--- src/rtl/mt9v032_pkg.sv ---
// Shared MT9V032 LVDS packet definitions, used by both the transmitter and the receiver.
package mt9v032_pkg;

    localparam int PKT_BITS  = 12;
    localparam int DATA_BITS = 10;

    localparam logic START_BIT = 1'b1;
    localparam logic STOP_BIT  = 1'b0;

    // Pixel values reserved by the sensor link; clamping keeps pixels off them.
    localparam logic [DATA_BITS-1:0] RESERVED_LO = 10'h000;
    localparam logic [DATA_BITS-1:0] RESERVED_HI = 10'h3FF;

    // Source of the word loaded into a slot.
    typedef enum logic [1:0] {
        SLOT_IDLE  = 2'd0,
        SLOT_PIXEL = 2'd1,
        SLOT_TRAIN = 2'd2
    } slot_kind_e;

    // Assemble {stop, data, start}, where bit 0 goes out first.
    // With msb_first the data field is reversed so d9 follows the start bit.
    function automatic logic [PKT_BITS-1:0] build_packet(
        input logic [DATA_BITS-1:0] data,
        input logic                 msb_first
    );
        logic [DATA_BITS-1:0] ordered;
        ordered = data;
        for (int i = 0; i < DATA_BITS; i++) begin
            ordered[i] = msb_first ? data[DATA_BITS-1-i] : data[i];
        end
        return {STOP_BIT, ordered, START_BIT};
    endfunction

endpackage

--- src/rtl/mt9v032_lvds_tx_buf.sv ---
// One-entry valid/ready holding register between the pixel source and the word slots.
// Reserved pixel values are remapped as they are written, when clamping is enabled.
module mt9v032_lvds_tx_buf
    import mt9v032_pkg::*;
#(
    parameter bit CLAMP = 1'b1
) (
    input  logic                 clk,
    input  logic                 rst,
    input  logic                 in_valid,
    output logic                 in_ready,
    input  logic [DATA_BITS-1:0] in_data,
    input  logic                 drain_slot,
    output logic                 buf_valid,
    output logic [DATA_BITS-1:0] buf_data
);

    logic                 buf_valid_q, buf_valid_d;
    logic [DATA_BITS-1:0] buf_data_q, buf_data_d;
    logic [DATA_BITS-1:0] clamped;

    // Move reserved pixel values one step into the legal range.
    always_comb begin
        clamped = in_data;
        if (CLAMP) begin
            if (in_data == RESERVED_LO) begin
                clamped = RESERVED_LO + 10'd1;
            end else if (in_data == RESERVED_HI) begin
                clamped = RESERVED_HI - 10'd1;
            end
        end
    end

    // Accept when empty or when the current slot drains the entry; a refill wins over a drain.
    always_comb begin
        in_ready    = !rst && (!buf_valid_q || drain_slot);
        buf_valid_d = buf_valid_q;
        buf_data_d  = buf_data_q;
        if (in_valid && in_ready) begin
            buf_valid_d = 1'b1;
            buf_data_d  = clamped;
        end else if (drain_slot) begin
            buf_valid_d = 1'b0;
        end
    end

    // Holding register; reset flushes any pending pixel.
    always_ff @(posedge clk) begin
        if (rst) begin
            buf_valid_q <= 1'b0;
            buf_data_q  <= '0;
        end else begin
            buf_valid_q <= buf_valid_d;
            buf_data_q  <= buf_data_d;
        end
    end

    assign buf_valid = buf_valid_q;
    assign buf_data  = buf_data_q;

endmodule

--- src/rtl/mt9v032_lvds_tx.sv ---
// MT9V032 LVDS emulator: one 12-bit packet per 12 clocks, one bit per clock.
// Each slot carries the training word, the buffered pixel or the idle word.
module mt9v032_lvds_tx
    import mt9v032_pkg::*;
#(
    parameter bit                   SWAP       = 1'b0,
    parameter bit                   MSB_FIRST  = 1'b0,
    parameter logic [DATA_BITS-1:0] TRAIN_WORD = 10'h0F0,
    parameter logic [DATA_BITS-1:0] IDLE_WORD  = 10'h000,
    parameter bit                   CLAMP      = 1'b1
) (
    input  logic                 clk,
    input  logic                 rst,
    input  logic                 in_valid,
    output logic                 in_ready,
    input  logic [DATA_BITS-1:0] in_data,
    input  logic                 train,
    output logic                 out_bit,
    output logic                 word_start,
    output logic                 train_active,
    output logic                 idle_slot
);

    logic [3:0]          bit_cnt_q, bit_cnt_d;
    logic                started_q, started_d;
    logic [PKT_BITS-1:0] shifter_q, shifter_d;
    logic                pkt_train_q, pkt_train_d;
    logic                pkt_idle_q, pkt_idle_d;
    logic                out_bit_q, out_bit_d;
    logic                word_start_q, word_start_d;
    logic                train_active_q, train_active_d;
    logic                idle_slot_q, idle_slot_d;

    logic                 load_now;
    logic                 drain_slot;
    logic                 buf_valid;
    logic [DATA_BITS-1:0] buf_data;
    slot_kind_e           slot_kind;

    // A slot boundary is the first clock out of reset and every twelfth clock after.
    assign load_now   = !started_q || (bit_cnt_q == 4'd11);
    assign drain_slot = load_now && !train;

    mt9v032_lvds_tx_buf #(
        .CLAMP (CLAMP)
    ) u_buf (
        .clk        (clk),
        .rst        (rst),
        .in_valid   (in_valid),
        .in_ready   (in_ready),
        .in_data    (in_data),
        .drain_slot (drain_slot),
        .buf_valid  (buf_valid),
        .buf_data   (buf_data)
    );

    // Word priority at a slot boundary: training, then buffered pixel, then idle.
    always_comb begin
        slot_kind = SLOT_IDLE;
        if (train) begin
            slot_kind = SLOT_TRAIN;
        end else if (buf_valid) begin
            slot_kind = SLOT_PIXEL;
        end
    end

    // Slot counter, packet shifter and the registered serial outputs.
    always_comb begin
        started_d   = 1'b1;
        bit_cnt_d   = bit_cnt_q + 4'd1;
        shifter_d   = shifter_q;
        pkt_train_d = pkt_train_q;
        pkt_idle_d  = pkt_idle_q;
        if (load_now) begin
            bit_cnt_d = 4'd0;
            case (slot_kind)
                SLOT_TRAIN: begin
                    shifter_d   = build_packet(TRAIN_WORD, MSB_FIRST);
                    pkt_train_d = 1'b1;
                    pkt_idle_d  = 1'b0;
                end
                SLOT_PIXEL: begin
                    shifter_d   = build_packet(buf_data, MSB_FIRST);
                    pkt_train_d = 1'b0;
                    pkt_idle_d  = 1'b0;
                end
                default: begin
                    shifter_d   = build_packet(IDLE_WORD, MSB_FIRST);
                    pkt_train_d = 1'b0;
                    pkt_idle_d  = 1'b1;
                end
            endcase
        end
        out_bit_d      = started_q ? (shifter_q[bit_cnt_q] ^ SWAP) : SWAP;
        word_start_d   = started_q && (bit_cnt_q == 4'd0);
        train_active_d = started_q && pkt_train_q;
        idle_slot_d    = started_q && (bit_cnt_q == 4'd0) && pkt_idle_q;
    end

    // State and output registers; reset aborts the packet in flight.
    always_ff @(posedge clk) begin
        if (rst) begin
            bit_cnt_q      <= 4'd0;
            started_q      <= 1'b0;
            shifter_q      <= '0;
            pkt_train_q    <= 1'b0;
            pkt_idle_q     <= 1'b0;
            out_bit_q      <= SWAP;
            word_start_q   <= 1'b0;
            train_active_q <= 1'b0;
            idle_slot_q    <= 1'b0;
        end else begin
            bit_cnt_q      <= bit_cnt_d;
            started_q      <= started_d;
            shifter_q      <= shifter_d;
            pkt_train_q    <= pkt_train_d;
            pkt_idle_q     <= pkt_idle_d;
            out_bit_q      <= out_bit_d;
            word_start_q   <= word_start_d;
            train_active_q <= train_active_d;
            idle_slot_q    <= idle_slot_d;
        end
    end

    assign out_bit      = out_bit_q;
    assign word_start   = word_start_q;
    assign train_active = train_active_q;
    assign idle_slot    = idle_slot_q;

endmodule
--- config.mk ---
export PLATFORM = sky130hd
export DESIGN_NAME = mt9v032_lvds_tx
export DESIGN_NICKNAME = d
export VERILOG_FILES = /design/src/rtl/mt9v032_pkg.sv /design/src/rtl/mt9v032_lvds_tx_buf.sv /design/src/rtl/mt9v032_lvds_tx.sv
export SDC_FILE = /design/constraint.sdc
export NUM_CORES = 1
export LEC_CHECK = 0
export ABC_AREA = 1
export BUFFER_PORTS_ARGS = -buffer_cell sky130_fd_sc_hd__buf_2
export CORE_AREA = 3 3 58 60
export CTS_CLUSTER_DIAMETER = 40
export DETAILED_ROUTE_END_ITERATION = 8
export DIE_AREA = 0 0 61 63
export PLACE_DENSITY = 0.78
export SLEW_MARGIN = 25
export SYNTH_ARGS = -nofsm -noshare
export SYNTH_HDL_FRONTEND = slang
export SYNTH_SLANG_ARGS = --single-unit
--- constraint.sdc ---
create_clock -name clk -period 1.7 [get_ports clk]
set_clock_uncertainty 0.05 [all_clocks]
set_input_delay 0.34 -clock clk [delete_from_list [all_inputs] [get_ports clk]]
set_output_delay 0.34 -clock clk [all_outputs]
set_load 0.03 [all_outputs]
; Yosys cells after proc, flatten, opt, wreduce, memory -nomap -nowiden
; Index checks and enable logic that the tools add are counted.
[op_classes]
addsub = 1
n_lt_le_gt_ge = 1
eq_ne = 4
n_mux = 12
n_bitwise = 1
n_reduce_logical = 18
[op_table]
columns = cell, n
row1 = $pmux W11 S2, 1
row2 = $mux W10, 2
row3 = $eq A10 B10 Y1 const B, 1
row4 = $logic_not A10 Y1, 1
row5 = $mux W1, 7
row6 = $logic_and A1 B1 Y1, 6
row7 = $reduce_or A2 Y1, 3
row8 = $lt A4 B5 Y1 const B, 1
row9 = $add A4 B1 Y4 const B, 1
row10 = $bmux W1 S4, 1
row11 = $eq A4 B4 Y1 const B, 1
row12 = $logic_not A1 Y1, 4
row13 = $logic_not A4 Y1, 1
row14 = $eq A2 B1 Y1 const B, 1
row15 = $eq A2 B2 Y1 const B, 1
row16 = $logic_or A1 B1 Y1, 2
row17 = $mux W2, 1
row18 = $reduce_bool A2 Y1, 1
row19 = $not A1 Y1, 1
[totals]
reg_bits = 34
inputBits = 14
out_inout_bits = 5
wordCells = 48

; Logic depth before layout (Yosys ltp)
; Gate-level depths: netlist of the first run.
[depth]
ltp_word = 7
mapped_depth = 9
mapped_depth_nobuf = 9

; Hierarchy
; From an unflattened synthesis of the first run, not the netlist that was laid out.
[hier_totals]
hier_cells = 192
hier_area_um2 = 1502.7
[by_module_without_submodules]
columns = mod, instances, cells_per_inst, area_per_inst_um2, seq_area_each_um2
row1 = mt9v032_lvds_tx, 1, 123, 982.2, 440.4
row2 = mt9v032_lvds_tx_buf, 1, 69, 520.5, 220.2

; Least setup slack after synthesis of the first run
; OpenSTA, ideal clock, no wires.
[synth_path]
path_kind = reg2out
startpoint = register bit_cnt_q[0]
endpoint = output port in_ready
arrival_ns = 1.346
t_required_ns = 1.310
slack_ns = -0.036
stages_incl_launch_ff = 6
n_path_buf = 0
cell_sequence = dfxtp_1 > ha_1 > nand3_2 > nand2_4 > nand2_4 > a21oi_2
[synth_between]
elab_chain_cells = 5
[synth_rtl]
columns = item, line_no
row1 = start: declaration, mt9v032_lvds_tx.sv:24  ; logic [3:0] bit_cnt_q, bit_cnt_d;
row2 = start signal: assignment, mt9v032_lvds_tx.sv:113  ; bit_cnt_q <= bit_cnt_d;
row3 = $eq A4 B4 Y1, mt9v032_lvds_tx.sv:41  ; assign load_now = !started_q || (bit_cnt_q == 4'd11);
row4 = $logic_or A1 B1 Y1, mt9v032_lvds_tx.sv:41
row5 = $logic_and A1 B1 Y1, mt9v032_lvds_tx.sv:42  ; assign drain_slot = load_now && !train;
row6 = $logic_or A1 B1 Y1, mt9v032_lvds_tx_buf.sv:36  ; in_ready = !rst && (!buf_valid_q || drain_slot);
row7 = $logic_and A1 B1 Y1, mt9v032_lvds_tx_buf.sv:36
row8 = end: declaration, mt9v032_lvds_tx.sv:15  ; output logic in_ready,
; No other way between the ends.

; Worst setup path in the final report of the first run
; Same ends and word-level chain as after synthesis.

==> results.md, run 1 <==
* Fin. max-slew vios at 0
* YS warnings at 0
* Worst IR Drop VDD at 0.6688 mV
* # Max-Cap Violations at 0
* H-tree depth at 2
* Mapped Cells at 169
* Vias per inst at 5.114
* Vias in the first global route at 1,183
* Core Footprint at 2978 um^2
* Residual DRC at 0
* CP Capture Type: output port
* Worst Path Required at 1.31 ns
* RSZ-0062 raised after global routing: yes
* Nets at 218
* Unique masters post-synth at 31
* Initial antenna violation count at 0
* Synthesized flop and latch total at 33
* Drt pass-1 iters at 4
* Outcome: complete, but fails checks
* Antenna cells at 0
* Clock insertion delay at the later pin of the skew report at 0.34 ns
* Vert. Die Dim at 63 um
* Clock net sink count at 33
* I/O Buffers at 18
* Hold Crit Class: in2reg
* GR Util All Layers at 0.1716
* CTS clk-pin slew, worst paths at 0.10 ns
* Startpoint types: flop
* Crit path kind: reg2out
* Slew headroom at 0.7260
* R2R cell count at 9
* CTS tree: yes
* GPL Wtd Cong at 0.8237
* Row count at 20
* # fillers at 259
* Finished Core Util at 0.5676
* Hold buffer count at cts at 0
* Clk root buf: clkbuf_4
* Die ar. at 3843 um^2
* Syn_nets at 185
* Failing checks: setup timing
* Hold Vio Cnt, Final at 0
* IO Count at 19
* GRT Residual Overflow at 0
* First-pass GRT wire length at 4.974 mm
* Register area share after synthesis at 0.4702
* TNS Setup at -0.05960 ns
* Synth-to-layout area growth at 20.30%
* Final hold slack at 0.2022 ns
* Fin worst setup slack at -0.05960 ns
* Vias at 1,207
* CTS buffer count at 5
* Crit path time final at 1.760 ns
* Share of post-route cells with drive strength above 1 at 0.2808
* Final setup fails at 1
* Final ANT Viol Nets at 0
* Pwr Density at 855.2 nW/um^2
* Initial DRC count at 55
* Largest net degree at the start of global routing at 17
* Die Wd at 61 um
* Final period utilization at 1.035
* Overall routed net length at 2.893 mm
* Clock buffer depth at 2
* Worst path arrival time at 1.37 ns
* Synth Area per Inst at 8.314 um^2
* Crit-path max FO at 2
* Hold path depth at 3
* Fmax at 568.3 MHz
* Leakage at 0.0007293 uW
* Initial Util at 0.4718
* Slew @ Worst Pin at 0.4085 ns
* Routed WL per cell at 12.26 um
* Tot Pwr at 1446 uW
* Pre-CTS WS at 0.1079 ns
* Synthesized cell area at 1405 um^2
* Final HPWL DP at 1.998 mm
==> cell usage after synthesis (all sizes together) <==
cell type	count	area share
clkinv	1	0.0027
o2111ai	1	0.0062
a211oi	3	0.016
o32ai	1	0.0062
nor2	16	0.045
nand3	22	0.091
inv	21	0.056
nor3	5	0.018
a22oi	4	0.021
ha	2	0.018
dfxtp	33	0.47
o21ai	13	0.057
o211ai	2	0.011
o21a	1	0.0053
nand2	26	0.087
o31ai	1	0.0053
clkbuf	2	0.012
a21oi	11	0.045
nor4	1	0.0045
or2	1	0.0045
buf	2	0.019
==> worst max-delay path: stages (launching register included) <==
cell	delay [ns]
dfxtp_2	0.37
ha_4	0.15
nand3_4	0.07
nand2_4	0.10
nand2_8	0.05
a21oi_4	0.13
buf_6	0.15
==> power by group <==
| group | internal (uW) | total [uW] | switching, uW |
|---|---|---|---|
| clock network | 157 | 420 | 263 |
| logic | 74.7 | 189 | 115 |
| registers | 812 | 836 | 23.9 |
==> cells by family after synthesis <==
| kind of cell | share of synthesized area |
|---|---|
| adders and majority gates | 0.01781 |
| buffers and inverters | 0.08993 |
| DFF | 0.4702 |
| and+or+nand+nor | 0.2493 |
| AOI/OAI and AO/OA | 0.1727 |
==> registers in the layout (all words and copies together) (netlist names) <==
register,cells
idle_slot,1
started_q,1
u_buf.buf_valid,1
pkt_train_q,1
bit_cnt_q,4
out_bit,1
u_buf.buf_data,10
pkt_idle_q,1
word_start,1
shifter_q,11
train_active,1
==> worst paths after layout <==
| path | slack, ns | endpoint | start |
|---|---|---|---|
| worst max-delay path | -0.06 | in_ready | bit_cnt_q[0]$_SDFF_PP0_ |
| worst min-delay path | 0.20 | u_buf.buf_data[9]$_SDFFE_PP0P_ | in_data[9] |
| worst min register to register | 0.39 | train_active$_SDFF_PP0_ | pkt_train_q$_SDFFE_PP0P_ |
| worst max register to register | 0.11 | bit_cnt_q[3]$_SDFF_PP0_ | bit_cnt_q[0]$_SDFF_PP0_ |
==> cells in the final DEF, fill, tap and decap left out, types with 2 or more instances in the layout <==
| cell type | count |
|---|---|
| a211oi_1 | 3 |
| nor2_1 | 15 |
| a22oi_1 | 4 |
| dfxtp_1 | 30 |
| buf_2 | 17 |
| buf_4 | 11 |
| inv_1 | 19 |
| nand3_1 | 20 |
| o21ai_0 | 9 |
| clkbuf_4 | 5 |
| inv_2 | 2 |
| o21ai_2 | 4 |
| nand2_1 | 22 |
| a21oi_1 | 9 |
| nand3_4 | 3 |
| nor3_1 | 5 |
| o211ai_1 | 2 |
| dfxtp_2 | 3 |
| nand2_4 | 2 |
| clkinv_2 | 2 |
==> stage by stage <==
step	area (um^2)	instances
after floorplan	1413	169
after global placement	1538	221
after detailed placement	1538	221
after CTS	1657	233
after global routing	1690	236
final	1690	236
==> metal layers <==
| layer | track usage | vias up | wire length, um |
|---|---|---|---|
| met5 | 0 | - | 0 |
| met4 | 0.07046 | 0 | 68 |
| met3 | 0.06612 | 10 | 132 |
| met2 | 0.2767 | 29 | 1383 |
| met1 | 0.1975 | 525 | 1309 |
| li1 | - | 643 | - |
==> cell type report <==
type                            instances  area [um^2]  share of cell area
Tap cell                               33        41.29             0.02443
Multi-Input combinational cell        111        671.9              0.3975
Inverter                               22        82.58             0.04885
Sequential cell                        33        664.4              0.3930
Clock buffer                            6        41.29             0.02443
Timing Repair Buffer                   29        178.9              0.1058
Clock inverter                          2        10.01            0.005922
==> what timing repair did <==
action / CTS / global route
gates cloned: 0 / 1
setup endpoints to repair: 1 / 16
setup buffers: 4 / 2
resized for setup: 8 / 2
pin swaps: 4 / 3
(Power assumes the default switching activity.)
==> run 2, diff against run 1 <==
--- a/config.mk
+++ b/config.mk
@@ -5,13 +5,12 @@
 export SDC_FILE = /design/constraint.sdc
 export NUM_CORES = 1
 export LEC_CHECK = 0
-export ABC_AREA = 1
 export BUFFER_PORTS_ARGS = -buffer_cell sky130_fd_sc_hd__buf_2
-export CORE_AREA = 3 3 58 60
+export CORE_AREA = 3 3 57 59
 export CTS_CLUSTER_DIAMETER = 40
 export DETAILED_ROUTE_END_ITERATION = 8
-export DIE_AREA = 0 0 61 63
-export PLACE_DENSITY = 0.78
+export DIE_AREA = 0 0 60 62
+export PLACE_DENSITY = 0.79
 export SLEW_MARGIN = 25
 export SYNTH_ARGS = -nofsm -noshare
 export SYNTH_HDL_FRONTEND = slang
==> run 2 against run 1 <==
Compared with the run above: the run still ends with setup timing left; synthesized cell count shrank 11%; non-clock buffer count up 2; final cell count fell by 9.7%; count of clock-buffer cells in the layout grew 2; area after synthesis fell by 0.98%; critical path type unchanged; sequential power barely moved; worst setup slack better by 0.013 ns.
==> results.md, run 2 <==
* GR Util All Layers at 0.1839 (was 0.1716)
* Fin worst setup slack at -0.04652 ns (was -0.05960 ns)
* Synthesized flop and latch total at 33 (unchanged)
* Synth Area per Inst at 9.214 um^2 (was 8.314 um^2)
* Worst path arrival time at 1.36 ns (was 1.37 ns)
* Crit path time final at 1.747 ns (was 1.760 ns)
* IO Count at 19 (unchanged)
* Fmax at 572.6 MHz (was 568.3 MHz)
* Max reg flops at 11 (unchanged)
* Vias in the first global route at 1,150 (was 1,183)
* I/O Buffers at 18 (unchanged)
* Failing checks: setup timing (unchanged)
* Main synth FF type: dfxtp_1 (unchanged)
* Leakage at 0.0006775 uW (was 0.0007293 uW)
* R2R cell count at 7 (was 9)
* Sequential Power Share at 0.586 (was 0.579)
* Row count at 19 (was 20)
* Post-synth top cells: dfxtp_1 (33), nor2_1 (15), nand3_1 (14) (was dfxtp_1 (33), nand2_1 (22), nand3_1 (20))
* Die Wd at 60 um (was 61 um)
* YS warnings at 0 (unchanged)
* Pre-CTS WS at 0.04729 ns (was 0.1079 ns)
* Routed WL per cell at 13.61 um (was 12.26 um)
* Synth-to-layout area growth at 18.80% (was 20.30%)
* Clock insertion delay at the later pin of the skew report at 0.33 ns (was 0.34 ns)
* Post-synth top area share at 0.4748 (was 0.4702)
* GPL Wtd Cong at 0.7653 (was 0.8237)
* Worst Path Required at 1.31 ns (about the same)
* Fin. max-slew vios at 0 (unchanged)
* Hold path depth at 3 (unchanged)
* Hold Crit Class: in2reg (unchanged)
* Unique masters post-synth at 39 (was 31)
* Vias per inst at 5.474 (was 5.114)
* # Max-Cap Violations at 0 (unchanged)
* Post-synth EDFFs at 0 (unchanged)
* Slew @ Worst Pin at 0.4188 ns (was 0.4085 ns)
* Post-DP Area at 1556 um^2 (was 1538 um^2)
* Register area share after synthesis at 0.4748 (was 0.4702)
* Tot Pwr at 1423 uW (was 1446 uW)
* Share of post-route cells with drive strength above 1 at 0.2747 (was 0.2808)
* Final ANT Viol Nets at 0 (unchanged)
* Commonest cells after routing, fill and taps aside: dfxtp_1 (31), buf_2 (17), nand3_1 (14) (was dfxtp_1 (30), nand2_1 (22), nand3_1 (20))
* Comb power frac at 0.124 (was 0.131)
* Post-synthesis xor/xnor area fraction at 0.01259 (was 0)
* Asr flop ratio synth at 0 (unchanged)
* Nets at 197 (was 218)
* Pwr Density at 861.0 nW/um^2 (was 855.2 nW/um^2)
* H-tree depth at 2 (unchanged)
* Syn_nets at 167 (was 185)
* TNS Setup at -0.04652 ns (was -0.05960 ns)
* Clk root buf: clkbuf_4 (unchanged)
* Most common cell after layout, fill and taps aside: dfxtp_1 (unchanged)
* Final setup fails at 1 (unchanged)
* Vias at 1,166 (was 1,207)
* Slew headroom at 0.7202 (was 0.7260)
* Switching Fraction at 0.2608 (was 0.2775)
* Largest family of logic cells by synthesized area: simple AND/OR/NAND/NOR gates (unchanged)
* CP Capture Type: output port (unchanged)
* Startpoint types: flop (unchanged)
* Area share of and/or/nand/nor cells after synthesis at 0.2356 (was 0.2493)
* Post-synthesis compound-gate area fraction at 0.1430 (was 0.1728)
* Residual DRC at 0 (unchanged)
* NetSw at 371.1 uW (was 401.2 uW)
* Worst IR Drop VDD at 0.6203 mV (was 0.6688 mV)
* Crit path kind: reg2out (unchanged)
* Final period utilization at 1.027 (was 1.035)
* Die ar. at 3720 um^2 (was 3843 um^2)
* Drt pass-1 iters at 4 (unchanged)
* Clock net sink count at 33 (unchanged)
* Register area at 663.1 um^2 (was 664.4 um^2)
* Overall routed net length at 2.898 mm (was 2.893 mm)
* Biggest register: shifter_q (unchanged)
* Hold Vio Cnt, Final at 0 (unchanged)
* Synthesized cell area at 1391 um^2 (was 1405 um^2)
* CTS buffer count at 5 (unchanged)
* Antenna cells at 0 (unchanged)
* RSZ-0062 raised after global routing: yes (unchanged)
* Crit-path max FO at 2 (unchanged)
* Hold buffer count at cts at 0 (unchanged)
* # fillers at 232 (was 259)
* Multi-input logic area at 663.1 um^2 (was 671.9 um^2)
* Finished Core Util at 0.5994 (was 0.5676)
* Clock buffer depth at 2 (unchanged)
* Post-synthesis mux area share at 0.04766 (was 0)
* Internal Pwr Total at 1052 uW (was 1044 uW)
* Mapped Cells at 151 (was 169)
* Largest net degree at the start of global routing at 13 (was 17)
* Synth area leaders: dfxtp_1 (47%), nand3_1 (5.0%), nor2_1 (4.0%) (was dfxtp_1 (47%), nand3_1 (7.1%), nand2_1 (5.9%))
* Synth area leader: dfxtp_1 (unchanged)
* GRT Residual Overflow at 0 (unchanged)
* Initial Util at 0.5045 (was 0.4718)
* First-pass GRT wire length at 5.016 mm (was 4.974 mm)
* CTS tree: yes (unchanged)
* Core Footprint at 2758 um^2 (was 2978 um^2)
* Final instance area at 1653 um^2 (was 1690 um^2)
* Outcome: complete, but fails checks (unchanged)
* Initial antenna violation count at 0 (unchanged)
* Vert. Die Dim at 62 um (was 63 um)
* CTS clk-pin slew, worst paths at 0.10 ns (about the same)
* Initial DRC count at 42 (was 55)
* Final HPWL DP at 2.062 mm (was 1.998 mm)
* Post-Synth Adder-Cell Area at 0.01799 (was 0.01781)
* Clock power frac at 0.291 (was 0.290)
* Most common cell in the netlist: dfxtp_1 (unchanged)
-- run 2: cell count changes after synthesis, moves of 3 or more --
cell	before	now
nand3_1	20	14
nor2b_1	0	4
inv_1	19	10
nand2_1	22	12
nand2_4	3	0
buf_2	0	4
o21ai_2	4	0
a22oi_1	4	0
and2_1	0	3
-- run 2: worst max-delay path, cell delays in order, from the launching register on --
cell and delay (ns):
dfxtp_2 0.37, ha_4 0.13, nor4bb_4 0.23, nor2_2 0.08, nor2_4 0.08, buf_6 0.13
-- run 2: power by group through the flow --
stage / Combinational, uW / Sequential (uW) / Clock, uW
after floorplan: 105 / 851 / 0
after global placement: 160 / 848 / 0
after detailed placement: 165 / 849 / 0
after CTS: 171 / 833 / 425
after global routing: 195 / 838 / 456
final: 176 / 833 / 414
-- run 2: kinds of logic after synthesis --
family	Yosys count
xor+xnor	2
simple gates	62
fa+ha+maj	2
flops	33
compound gates	29
buf+inv	19
mux	4
-- run 2: through the flow --
step	hold slack [ns]	std cells
2_1_floorplan	0.3613	151
3_3_place_gp	0.3865	203
3_5_place_dp	0.3992	203
4_1_cts	0.2084	212
5_1_grt	0.2252	213
6_report	0.2183	213
-- run 2: area by class of cell --
type	instances	share of cell area
Multi-Input combinational cell	99	0.4012
Inverter	11	0.02498
Tap cell	31	0.02347
Clock buffer	8	0.02952
Timing Repair Buffer	31	0.1196
Sequential cell	33	0.4012
-- run 2: worst paths after layout --
check / start / slack [ns] / to
worst min-delay path: in_data[6] / 0.22 / u_buf.buf_data[6]$_SDFFE_PP0P_
worst min register to register: shifter_q[1]$_SDFFE_PP0P_ / 0.41 / shifter_q[1]$_SDFFE_PP0P_
worst max register to register: bit_cnt_q[0]$_SDFF_PP0_ / 0.05 / shifter_q[6]$_SDFFE_PP0P_
worst max-delay path: bit_cnt_q[0]$_SDFF_PP0_ / -0.05 / in_ready
-- run 2: timing repair --
item | in CTS | in global routing
gates resized for setup | 8 | 2
pin swaps | 3 | 1
buffers inserted | 1 | 2
endpoints found under the setup margin | 1 | 8
-- run 2: metal layers --
| layer | part of all wire | wire (um) | track usage | up-vias |
|---|---|---|---|---|
| met5 | 0 | 0 | 0 | - |
| met4 | 0.014 | 40 | 0.08228 | 0 |
| met3 | 0.040 | 115 | 0.04752 | 5 |
| met2 | 0.50 | 1453 | 0.3272 | 24 |
| met1 | 0.44 | 1288 | 0.2071 | 550 |
| li1 | - | - | - | 587 |
==> run 3, diff against run 2 <==
--- a/config.mk
+++ b/config.mk
@@ -10,6 +10,7 @@
 export CTS_CLUSTER_DIAMETER = 40
 export DETAILED_ROUTE_END_ITERATION = 8
 export DIE_AREA = 0 0 60 62
+export MAX_ROUTING_LAYER = met4
 export PLACE_DENSITY = 0.79
 export SLEW_MARGIN = 25
 export SYNTH_ARGS = -nofsm -noshare
==> run 3 against run 2 <==
Compared with the run above: the flow still finishes with violations (setup timing); clock power about the same; sequential power about the same; final area unchanged; critical path depth stayed put; register-to-register slack barely moved; first-iteration DRC count decreased by 4.8%; power down 0.13%; hold slack improved by 0.0024 ns.
==> results.md, run 3 (synthesized netlist as in run 2, its figures left out) <==
* Max reg flops at 11 (unchanged)
* Clock power frac at 0.290 (was 0.291)
* Slew @ Worst Pin at 0.4163 ns (was 0.4188 ns)
* Routed WL per cell at 13.55 um (was 13.61 um)
* Residual DRC at 0 (unchanged)
* Startpoint types: flop (unchanged)
* TNS Setup at -0.04601 ns (was -0.04652 ns)
* Sequential Power Share at 0.586 (about the same)
* Largest net degree at the start of global routing at 13 (unchanged)
* Worst path max stage delay at 0.37 ns (about the same)
* Non-filler cells, final at 213 (unchanged)
* Vert. Die Dim at 62 um (unchanged)
* NetSw at 369.2 uW (was 371.1 uW)
* First-pass GRT wire length at 5.043 mm (was 5.016 mm)
* Clock buffer depth at 2 (unchanged)
* CTS tree: yes (unchanged)
* Slew headroom at 0.7219 (was 0.7202)
* Row count at 19 (unchanged)
* Final instance area at 1653 um^2 (unchanged)
* GPL Wtd Cong at 0.7755 (was 0.7653)
* Leakage at 0.0006775 uW (unchanged)
* Drt pass-1 iters at 4 (unchanged)
* Hold Vio Cnt, Final at 0 (unchanged)
* Hold buffer count at cts at 0 (unchanged)
* Post-DP Area at 1556 um^2 (unchanged)
* HP Start: in_data[6] (unchanged)
* Dpl cells at 203 (unchanged)
* Most common cell after layout, fill and taps aside: dfxtp_1 (unchanged)
* CP top delay family: simple AND/OR/NAND/NOR gates (unchanged)
* CTS clk-pin slew, worst paths at 0.10 ns (about the same)
* Worst Path Buf+Inv at 1 (unchanged)
* Initial Util at 0.5045 (unchanged)
* Final hold slack at 0.2206 ns (was 0.2183 ns)
* Crit path time final at 1.746 ns (was 1.747 ns)
* Vias per inst at 5.484 (was 5.474)
* Clock net sink count at 33 (unchanged)
* Synth-to-layout area growth at 18.80% (unchanged)
* Final period utilization at 1.027 (about the same)
* H-tree depth at 2 (unchanged)
* Vias in the first global route at 1,146 (was 1,150)
* Pwr Density at 859.8 nW/um^2 (was 861.0 nW/um^2)
* Final ANT Viol Nets at 0 (unchanged)
* Hold path depth at 3 (unchanged)
* Clk root buf: clkbuf_4 (unchanged)
* Crit-path max FO at 2 (unchanged)
* R2R cell count at 7 (unchanged)
* Overall routed net length at 2.886 mm (was 2.898 mm)
* GRT Residual Overflow at 0 (unchanged)
* RR Startpoint: bit_cnt_q[0]$_SDFF_PP0_ (unchanged)
* R2R Setup Slk at 0.05 ns (about the same)
* Final setup fails at 1 (unchanged)
* Outcome: complete, but fails checks (unchanged)
* Internal Pwr Total at 1052 uW (about the same)
* Fin worst setup slack at -0.04601 ns (was -0.04652 ns)
* Core Footprint at 2758 um^2 (unchanged)
* Critical R2R Capture: shifter_q[6]$_SDFFE_PP0P_ (unchanged)
* Switching Fraction at 0.2598 (was 0.2608)
* Biggest register: shifter_q (unchanged)
* IO Count at 19 (unchanged)
* Hold Crit Class: in2reg (unchanged)
* Initial DRC count at 40 (was 42)
* Nets at 197 (unchanged)
* Ordered list of cells on the worst path: ha_4 > nor4bb_4 > nor2_2 > nor2_4 > buf_6 (unchanged)
* CP Capture Type: output port (unchanged)
* I/O Buffers at 18 (unchanged)
* Die Wd at 60 um (unchanged)
* Antenna cells at 0 (unchanged)
* Worst IR Drop VDD at 0.6197 mV (was 0.6203 mV)
* GR Util All Layers at 0.1906 (was 0.1839)
* CTS buffer count at 5 (unchanged)
* Failing checks: setup timing (unchanged)
* Commonest cells after routing, fill and taps aside: dfxtp_1 (31), buf_2 (17), nand3_1 (14) (unchanged)
* Share of post-route cells with drive strength above 1 at 0.2747 (unchanged)
* Clock insertion delay at the later pin of the skew report at 0.33 ns (about the same)
* Hold EP: u_buf.buf_data[6]$_SDFFE_PP0P_ (unchanged)
* Worst Path Required at 1.31 ns (about the same)
* Crit path kind: reg2out (unchanged)
* Crit-path slowest cell: dfxtp_2 (unchanged)
* Worst path arrival time at 1.36 ns (about the same)
* Fin. max-slew vios at 0 (unchanged)
* RSZ-0062 raised after global routing: yes (unchanged)
* Fmax at 572.7 MHz (was 572.6 MHz)
* Comb power frac at 0.124 (about the same)
* Vias at 1,168 (was 1,166)
* # Max-Cap Violations at 0 (unchanged)
* Initial antenna violation count at 0 (unchanged)
* Die ar. at 3720 um^2 (unchanged)
* Final HPWL DP at 2.062 mm (unchanged)
run 3: worst max path at each step:
stage,startpoint,to,slack [ns],cells after the start
after CTS,bit_cnt_q[0]$_SDFF_PP0_,in_ready,-0.05,5
after floorplan,bit_cnt_q[1]$_SDFF_PP0_,in_ready,0.04,4
after detailed placement,bit_cnt_q[0]$_SDFF_PP0_,u_buf.buf_data[9]$_SDFFE_PP0P_,0.05,5
after global placement,bit_cnt_q[0]$_SDFF_PP0_,u_buf.buf_data[9]$_SDFFE_PP0P_,0.10,5
final,bit_cnt_q[0]$_SDFF_PP0_,in_ready,-0.05,5
after global routing,bit_cnt_q[0]$_SDFF_PP0_,in_ready,-0.13,5
run 3: metal layers:
metal	vias up	track usage	wire [um]
li1	588	-	-
met1	547	0.2097	1257
met2	28	0.3272	1465
met3	5	0.04752	122
met4	0	0.08228	40
met5	-	-	0
run 3: worst min-delay path: cells and delay by family:
family | cells | cell delay [ns]
AOI/OAI and AO/OA | 1 | 0.06
buffers and inverters | 2 | 0.15
run 3: power by group through the flow:
stage | Combinational, uW | Clock, uW | Sequential (uW)
after floorplan | 105 | 0 | 851
after global placement | 160 | 0 | 848
after detailed placement | 165 | 0 | 849
after CTS | 171 | 425 | 833
after global routing | 195 | 457 | 838
final | 176 | 412 | 833
run 3: layout make-up:
class / count / area (um^2)
Fill cell: 232 / 1105
Clock buffer: 8 / 48.80
Multi-Input combinational cell: 99 / 663.1
Inverter: 11 / 41.29
Tap cell: 31 / 38.79
Sequential cell: 33 / 663.1
Timing Repair Buffer: 31 / 197.7
run 3: timing repair:
| item | in CTS | in global routing |
|---|---|---|
| setup buffers | 1 | 2 |
| setup endpoints to repair | 1 | 8 |
| gates cloned | 0 | 0 |
| pin swaps | 3 | 1 |
| gates resized for setup | 8 | 2 |
run 3: per-stage QoR:
stage	power [uW]	util	setup WS [ns]
floorplan	956.9	-	0.03641
global placement	1008	0.5644	0.1002
detailed placement	1014	0.5644	0.04729
CTS	1429	0.5948	-0.05372
global route	1490	0.5994	-0.1344
finish	1421	0.5994	-0.04601
